<file path="config.mk">
export PLATFORM = sky130hd
export DESIGN_NAME = mem_stage
export DESIGN_NICKNAME = d
export VERILOG_FILES = /design/src/rtl/mem_pkg.sv /design/src/rtl/mem_align.sv /design/src/rtl/mem_stage.sv
export SDC_FILE = /design/constraint.sdc
export NUM_CORES = 1
export LEC_CHECK = 0
export BUFFER_PORTS_ARGS = -buffer_cell sky130_fd_sc_hd__buf_4
export CAP_MARGIN = 20
export CORE_MARGIN = 3
export CORE_UTILIZATION = 35
export DETAILED_ROUTE_END_ITERATION = 10
export PLACE_DENSITY = 0.8
export SYNTH_ARGS = -nofsm -noshare
export SYNTH_HDL_FRONTEND = slang
export SYNTH_SLANG_ARGS = --single-unit
export TNS_END_PERCENT = 10
</file>
<file path="constraint.sdc">
create_clock -name clk -period 2.1 [get_ports clk]
set_input_delay 0.63 -clock clk [delete_from_list [all_inputs] [get_ports clk]]
set_output_delay 0.63 -clock clk [all_outputs]
set_load 0.01 [all_outputs]
</file>
<file path="src/rtl/mem_pkg.sv">
// +----------------------------------------------------------------------------+
// | mem_pkg : shared types for the RV32I memory stage (widths, result source,  |
// |           FSM states, timeout counter sizing)                              |
// | Rev 1.0 : initial release                                                  |
// +----------------------------------------------------------------------------+
`default_nettype none

package mem_pkg;

  typedef enum logic [2:0] {
    F3_B  = 3'b000,
    F3_H  = 3'b001,
    F3_W  = 3'b010,
    F3_BU = 3'b100,
    F3_HU = 3'b101
  } width_e;

  typedef enum logic [1:0] {
    RES_ALU = 2'b00,
    RES_MEM = 2'b01,
    RES_PC4 = 2'b10
  } res_src_e;

  typedef enum logic [0:0] {
    ST_IDLE = 1'b0,
    ST_WAIT = 1'b1
  } state_e;

  // Bits needed to count 0 .. cycles-1 (at least one bit).
  function automatic int cnt_width(input int cycles);
    int w;
    w = 1;
    while ((1 << w) < cycles) w++;
    return w;
  endfunction

endpackage

`default_nettype wire

</file>
<file path="src/rtl/mem_align.sv">
// +----------------------------------------------------------------------------+
// | mem_align : byte-enable / store-lane replication and load extension        |
// | Rev 1.0   : initial release                                                |
// +----------------------------------------------------------------------------+
`default_nettype none

module mem_align
  import mem_pkg::*;
(
  input  logic [1:0]  i_addr,
  input  logic [2:0]  i_width,
  input  logic [31:0] i_wdata,
  input  logic [31:0] i_rdata,
  output logic [3:0]  o_be,
  output logic [31:0] o_wdata,
  output logic [31:0] o_rdata_ext
);

  logic [7:0]  w_lane_b;
  logic [15:0] w_lane_h;

  always_comb begin
    o_be    = 4'b1111;
    o_wdata = i_wdata;
    case (i_width)
      F3_B, F3_BU: begin
        o_be    = 4'b0001 << i_addr;
        o_wdata = {4{i_wdata[7:0]}};
      end
      F3_H, F3_HU: begin
        o_be    = 4'b0011 << {i_addr[1], 1'b0};
        o_wdata = {2{i_wdata[15:0]}};
      end
      default: begin
        o_be    = 4'b1111;
        o_wdata = i_wdata;
      end
    endcase
  end

  always_comb begin
    w_lane_b = i_rdata[7:0];
    case (i_addr)
      2'd1:    w_lane_b = i_rdata[15:8];
      2'd2:    w_lane_b = i_rdata[23:16];
      2'd3:    w_lane_b = i_rdata[31:24];
      default: w_lane_b = i_rdata[7:0];
    endcase
    w_lane_h = i_addr[1] ? i_rdata[31:16] : i_rdata[15:0];
  end

  // Undefined width codes fall through to the full-word path.
  always_comb begin
    o_rdata_ext = i_rdata;
    case (i_width)
      F3_B:    o_rdata_ext = {{24{w_lane_b[7]}}, w_lane_b};
      F3_BU:   o_rdata_ext = {24'd0, w_lane_b};
      F3_H:    o_rdata_ext = {{16{w_lane_h[15]}}, w_lane_h};
      F3_HU:   o_rdata_ext = {16'd0, w_lane_h};
      default: o_rdata_ext = i_rdata;
    endcase
  end

endmodule

`default_nettype wire

</file>
<file path="src/rtl/mem_stage.sv">
// +----------------------------------------------------------------------------+
// | mem_stage : RV32I memory stage - data-memory handshake, stall, timeout     |
// |             abort and MEM/WB register. Option: MEM_MISALIGN_TRAP_EN        |
// | Rev 1.0   : initial release                                                |
// +----------------------------------------------------------------------------+
`default_nettype none

module mem_stage
  import mem_pkg::*;
#(
  parameter int TIMEOUT_CYCLES = 255
) (
  input  logic        clk,
  input  logic        rst_n,
  input  logic        RegWriteM,
  input  logic [1:0]  ResultSrcM,
  input  logic        MemWriteM,
  input  logic [2:0]  DataWidthM,
  input  logic [31:0] ALUOutM,
  input  logic [31:0] WriteDataM,
  input  logic [5:0]  RDM,
  input  logic [31:0] PCPlus4M,
  output logic        DReq,
  output logic        DWe,
  output logic [31:0] DAddr,
  output logic [3:0]  DBe,
  output logic [31:0] DWData,
  input  logic [31:0] DRData,
  input  logic        DAck,
  output logic        StallM,
  output logic        RegWriteW,
  output logic [1:0]  ResultSrcW,
  output logic [31:0] ReadDataW,
  output logic [31:0] ALUOutW,
  output logic [5:0]  RDW,
  output logic [31:0] PCPlus4W,
  output logic        BusErrW
);

  localparam int                 c_CNT_W    = cnt_width(TIMEOUT_CYCLES);
  localparam logic [c_CNT_W-1:0] c_CNT_LAST = c_CNT_W'(TIMEOUT_CYCLES - 1);

  state_e             r_state;
  state_e             w_state_nxt;
  logic [c_CNT_W-1:0] r_count;

  logic        w_access;
  logic        w_trap;
  logic        w_req;
  logic        w_ack;
  logic        w_timeout;
  logic        w_stall;
  logic [31:0] w_rdata_ext;

  mem_align u_align (
    .i_addr      (ALUOutM[1:0]),
    .i_width     (DataWidthM),
    .i_wdata     (WriteDataM),
    .i_rdata     (DRData),
    .o_be        (DBe),
    .o_wdata     (DWData),
    .o_rdata_ext (w_rdata_ext)
  );

  assign w_access = MemWriteM | (ResultSrcM == RES_MEM);

`ifdef MEM_MISALIGN_TRAP_EN
  always_comb begin
    w_trap = 1'b0;
    case (DataWidthM)
      F3_B, F3_BU: w_trap = 1'b0;
      F3_H, F3_HU: w_trap = w_access & ALUOutM[0];
      default:     w_trap = w_access & (|ALUOutM[1:0]);
    endcase
  end
`else
  assign w_trap = 1'b0;
`endif

  // While waiting, EX/MEM is frozen so the request keeps its attributes.
  assign w_req     = rst_n & ((r_state == ST_WAIT) | (w_access & ~w_trap));
  assign w_ack     = DAck & w_req;
  assign w_timeout = (r_state == ST_WAIT) & (r_count == c_CNT_LAST) & ~w_ack;
  assign w_stall   = w_req & ~w_ack & ~w_timeout;

  always_ff @(posedge clk) begin
    if (!rst_n) begin
      r_state <= ST_IDLE;
    end else begin
      r_state <= w_state_nxt;
    end
  end

  always_comb begin
    w_state_nxt = r_state;
    case (r_state)
      ST_IDLE: if (w_req & ~w_ack)      w_state_nxt = ST_WAIT;
      ST_WAIT: if (w_ack | w_timeout)   w_state_nxt = ST_IDLE;
      default:                          w_state_nxt = ST_IDLE;
    endcase
  end

  always_comb begin
    DReq   = w_req;
    DWe    = w_req & MemWriteM;
    DAddr  = {ALUOutM[31:2], 2'b00};
    StallM = w_stall;
  end

  always_ff @(posedge clk) begin
    if (!rst_n || r_state == ST_IDLE) begin
      r_count <= '0;
    end else begin
      r_count <= r_count + 1'b1;
    end
  end

  // Stalled edges insert a bubble; aborted accesses retire without a write.
  always_ff @(posedge clk) begin
    if (!rst_n) begin
      RegWriteW  <= 1'b0;
      ResultSrcW <= 2'b00;
      ReadDataW  <= 32'd0;
      ALUOutW    <= 32'd0;
      RDW        <= 6'd0;
      PCPlus4W   <= 32'd0;
      BusErrW    <= 1'b0;
    end else if (w_stall) begin
      RegWriteW  <= 1'b0;
      BusErrW    <= 1'b0;
    end else begin
      RegWriteW  <= RegWriteM & ~w_timeout & ~w_trap;
      BusErrW    <= w_timeout | w_trap;
      ResultSrcW <= ResultSrcM;
      ALUOutW    <= ALUOutM;
      RDW        <= RDM;
      PCPlus4W   <= PCPlus4M;
      if (w_ack) begin
        ReadDataW <= w_rdata_ext;
      end
    end
  end

endmodule

`default_nettype wire

</file>
---- Word-level counts from Yosys, hierarchy flattened ----
Index checks and enable logic that the tools add are counted.
storage, ports and cells
  register bits after elaboration ......... 115
  output and inout bits ................... 177
  word-level logic and storage cells ...... 51
operators by class
  $add $sub $neg .......................... 1
  equality and inequality tests ........... 8
  shift-type cells ........................ 2
  multiplexer cells ....................... 8
  bitwise operators ....................... 16
  reduce and logical (&&, ||, !) cells .... 7
operators with widths
  cell                   number
  $pmux W32 S4           1
  $pmux W32 S2           1
  $pmux W8 S3            1
  $mux W16               1
  $add A8 B1 Y8 const B  1
  $and A1 B1 Y1          8
  $eq A8 B8 Y1 const B   1
  $pmux W4 S2            1
  $eq A3 B3 Y1 const B   2
  $reduce_or A2 Y1       3
  $not A1 Y1             5
  $eq A2 B1 Y1 const B   2
  $eq A2 B2 Y1 const B   2
  $shl A1 B2 Y4 const A  1
  $shl A2 B2 Y4 const A  1
  $eq A3 B1 Y1 const B   1
  $logic_not A3 Y1       1
  $or A1 B1 Y1           3
  $mux W1                2
  $pmux W1 S2            1
  $reduce_and A2 Y1      1
  $logic_not A1 Y1       1
  $logic_or A1 B1 Y1     1

---- Longest topological paths before layout ----
  depth in word-level cells ............... 11
  mapped depth ............................ 8

---- Hierarchy ----
A second synthesis with hierarchy kept.
second synthesis, totals
  cell total of the unflattened synthesis .. 727
  area total of the unflattened synthesis .. 6,125.9 um^2
modules (own cells, without submodules)
  module     instances  cells each  area each (um^2)  sequential area each (um^2)
  mem_stage  1          542         4,740.8           2,302.2
  mem_align  1          185         1,385.1           0.0

---- Worst setup path after synthesis ----
Ideal clock, no wire load.
  kind .................................... input to output
  from .................................... input rst_n
  to ...................................... output DReq
  arrival time ............................ 1,593 ps
  path slack .............................. -123 ps
  stages .................................. 4
  buffers on the path ..................... 3
  cell sequence ........................... clkbuf_1 > buf_2 > buf_2 > a21boi_0
on the way
  word-level cells in the longest chain between the ends .. 1
ends and longest elaborated chain
  element             line             RTL
  start: declaration  mem_stage.sv:14  input logic rst_n,
  $and A1 B1 Y1       mem_stage.sv:81  assign w_req = rst_n & ((r_state == ST_WAIT) | (w_access & ~w_trap));
  end: declaration    mem_stage.sv:23  output logic DReq,
Every way passes these cells.

---- Final worst setup path ----
  from .................................... input DataWidthM[1]
  to ...................................... output DWData[11]
on the way
  word-level cells in the longest chain between the ends .. 3
  elaborated cells between the ends (all ways) .. 7
  those cells by class .................... eq/ne: 3; mux: 1; reduce/logical: 3
ends and longest elaborated chain
  element                                     line             RTL
  start: declaration                          mem_stage.sv:18  input logic [2:0] DataWidthM,
  $eq A3 B1 Y1, or another cell as far along  mem_align.sv:25  case (i_width)
  $reduce_or A2 Y1                            mem_align.sv:25
  $pmux W32 S2 (*)                            mem_align.sv:25
  end: declaration                            mem_stage.sv:27  output logic [31:0] DWData,
Mark *: on every way between the ends. The rest lies on a longest branch, timed or not.

==> impl_metrics.tcl <==
set metrics [dict create \
    worst_slack_ps -22.4 \
    synth_common_cells "dfxtp_1, nand2_1, nand3_1" \
    status "complete, but fails checks" \
    hold_class "input pin to register" \
    drc 0 \
    whs_ps 450 \
    finalWirelength_um 18600 \
    wl_per_cell_um 16.2 \
    critPathKind "input pin to output port" \
    top_layer "met4" \
    final_nets 1070 \
    synth_seq_area_share_pct 41.1 \
    post-route-min-period_ps 2120 \
    internal_power_w 0.00503 \
    core_mm2 0.0154 \
    setup_violations 9 \
    drv_cap 0 \
    yosysWarningCount 0 \
    clock_latency_ps 420 \
    synth.avg_cell_area_um2 8.62 \
    pwr-share-comb_pct 20.0 \
    seq_power_share_pct 36.1 \
    async_flop_share_pct 0 \
    ant_nets 0 \
    violations "negative setup slack" \
    cts.sinks 115 \
    cts_tree "yes" \
    switching_share_pct 25.9 \
    place_hpwl_um 14000 \
    gp_congestion 0.843 \
    slew_violations 0 \
    met1_length_um 7010 \
    finish.utilization_pct 55.9 \
    yosys.area.top_type "dfxtp_1" \
    die_h_um 133 \
    gr-total-overflow 0 \
    synth_area_leaders "dfxtp_1, o21ai_2, nand2_1, nand3_1, buf_4" \
    dr_wl_met2_um 9540 \
    portBuffers 318 \
    synth_top_area_share_pct 41.1 \
    fp.dieW_um 133 \
    rsz0062_at_grt "true" \
    leakage_nw 4.01 \
    drive_gt1_share_pct 51.7 \
    cp-end-kind "output port" \
    power.share.clock_pct 43.9 \
    grt_usage_pct 20.1 \
    ios 321 \
    drtIter0Drc 320 \
    syn2layout_area_growth_pct 54.0 \
    cts-htree-levels 4 \
    die_area_mm2 0.0176 \
    synth.cell_area_mm2 0.00560 \
    diodes 0 \
    period_share_pct 101 \
    clkTransAtPathRegs_ps 50 \
    fmax_mhz 471 \
    synth_edf_count 0 \
    clockRootBuffer "clkbuf_16" \
    ys_types 42 \
    finalHoldViolations 0 \
    cts_made_buffers 17 \
    cts.path.max_buffers 2 \
    start_kind "input pin" \
    p_per_area_mw_per_mm2 787 \
    yosys_most_used_dff "dfxtp_1" \
    switching_power_w 0.00176 \
    dr.pass1.iters 5 \
    critPathArrivalTime_ps 1490 \
    grt_pass1_wl_um 28600 \
    fin_skew_ps 17.3 \
    grt_pass1_vias 5407 \
    viasPerCell 4.99 \
    grt_max_degree 75 \
    antenna_found_initial 0 \
    wl_met3_um 1750 \
    synth-seq-cells 115 \
    worstPathRequired_ps 1470 \
    row_count 45 \
    maxSlewHeadroom_pct 47.7 \
    syn_inst 650 \
    yosysMostFrequentCell "dfxtp_1" \
    peakVddDrop_mv 0.522 \
    start_util_pct 36.3 \
    tightestPinTransition_ps 784 \
    critical_path.max_fanout 4 \
    vias 5726 \
]
[state kept, by name, summed over array words and instances, names as in the netlist]
name / flops
ResultSrcW: 2
ALUOutW: 32
ReadDataW: 32
RegWriteW: 1
BusErrW: 1
r_state: 1
r_count: 8
RDW: 6
PCPlus4W: 32
[per-stage QoR]
| stage | setup TNS [ps] | area, um^2 | power, W | instances | setup slack [ps] |
|---|---|---|---|---|---|
| final | -143 | 8630 | 0.00679 | 1148 | -22.4 |
| after detailed placement | -53.6 | 7950 | 0.00386 | 1113 | -13.9 |
| after floorplan | -400 | 5610 | 0.00313 | 651 | -52.1 |
| after global routing | -504 | 8630 | 0.00708 | 1148 | -94.4 |
| after global placement | -3.11 | 7950 | 0.00383 | 1113 | -2.54 |
| after CTS | -128 | 8600 | 0.00686 | 1146 | -45.3 |
[power by group through the flow]
| stage | clock network [W] | registers (W) | logic, W |
|---|---|---|---|
| after floorplan | 0 | 0.00257 | 0.000566 |
| after global placement | 0 | 0.00249 | 0.00135 |
| after detailed placement | 0 | 0.00249 | 0.00136 |
| after CTS | 0.00305 | 0.00245 | 0.00137 |
| after global routing | 0.00314 | 0.00247 | 0.00146 |
| final | 0.00298 | 0.00245 | 0.00136 |
[cell families (layout without fill, tap and decap cells)]
kind of cell	after synthesis	after routing	share of synthesized area, %
and+or+nand+nor	221	221	18.1
AOI/OAI and AO/OA	180	180	23.4
DFF	115	115	41.1
buffers and inverters	100	386	11.1
muxes	27	27	5.18
xor gates and xnor gates	4	4	0.626
adders and majority gates	2	2	0.447
other	1	2	0.0669
[cell type report]
type                    count  area (um^2)
fillers                  1425         6800
multi-input cells         436         2720
repair buffers            352         2700
flip-flops and latches    115         2310
clock buffers              20          467
well taps                 211          264
clock inverters            12          155
inverters                   2         7.51
[critical path: stages]
cell	delay, ps
buf_4	130
nor2_2	110
buf_4	150
mux2_2	330
buf_4	140
[cells in the final DEF (no fill, tap or decap), types with 2 or more instances in the layout]
master / netlist / final
nor2b_1: 8 / 8
dfxtp_2: 0 / 3
clkbuf_16: 0 / 17
buf_4: 41 / 345
a31oi_1: 24 / 24
conb_1: 1 / 2
a21oi_4: 0 / 2
a21o_1: 9 / 9
buf_6: 10 / 3
a21oi_1: 40 / 40
a22o_1: 2 / 2
xor2_1: 3 / 3
nand2_2: 2 / 2
o21ai_2: 69 / 69
o21ai_0: 13 / 11
nand2_1: 101 / 101
nand4_1: 2 / 2
mux2i_1: 11 / 11
and2_1: 4 / 3
nand3_1: 75 / 75
o21bai_1: 2 / 2
a221oi_1: 8 / 8
clkinv_4: 0 / 4
clkbuf_8: 0 / 3
clkinvlp_4: 0 / 2
clkinv_2: 0 / 3
a222oi_1: 7 / 7
nor2_1: 10 / 10
o21ai_1: 0 / 2
or3_1: 3 / 3
buf_12: 0 / 4
bufinv_16: 0 / 3
dfxtp_1: 115 / 112
mux2_2: 16 / 16
and3_1: 8 / 8
nand2b_1: 3 / 2
[metal layers]
metal,vias to the layer above,track usage (%)
met5,-,0
met4,0,7.04
met3,18,7.79
met2,248,35.5
met1,2652,22.1
li1,2808,-
[worst paths after layout]
path / from / endpoint / slack (ps) / cells past startpoint
worst min-delay path: RegWriteM / RegWriteW / 450 / 3
worst min register to register: ALUOutW[19] / ALUOutW[19] / 460 / 2
worst max-delay path: DataWidthM[1] / DWData[11] / -20 / 5
worst max register to register: r_count[0] / RDW[5] / 310 / 8
[timing repair]
action | 4_1_cts | 5_1_grt
hold buffers | 0 | 0
setup buffers | 1 | 2
setup endpoints to repair | 10 | 15
gates resized for setup | 8 | 4
pin swaps | 3 | 1
Note: power is estimated with default switching activity, not from simulation.
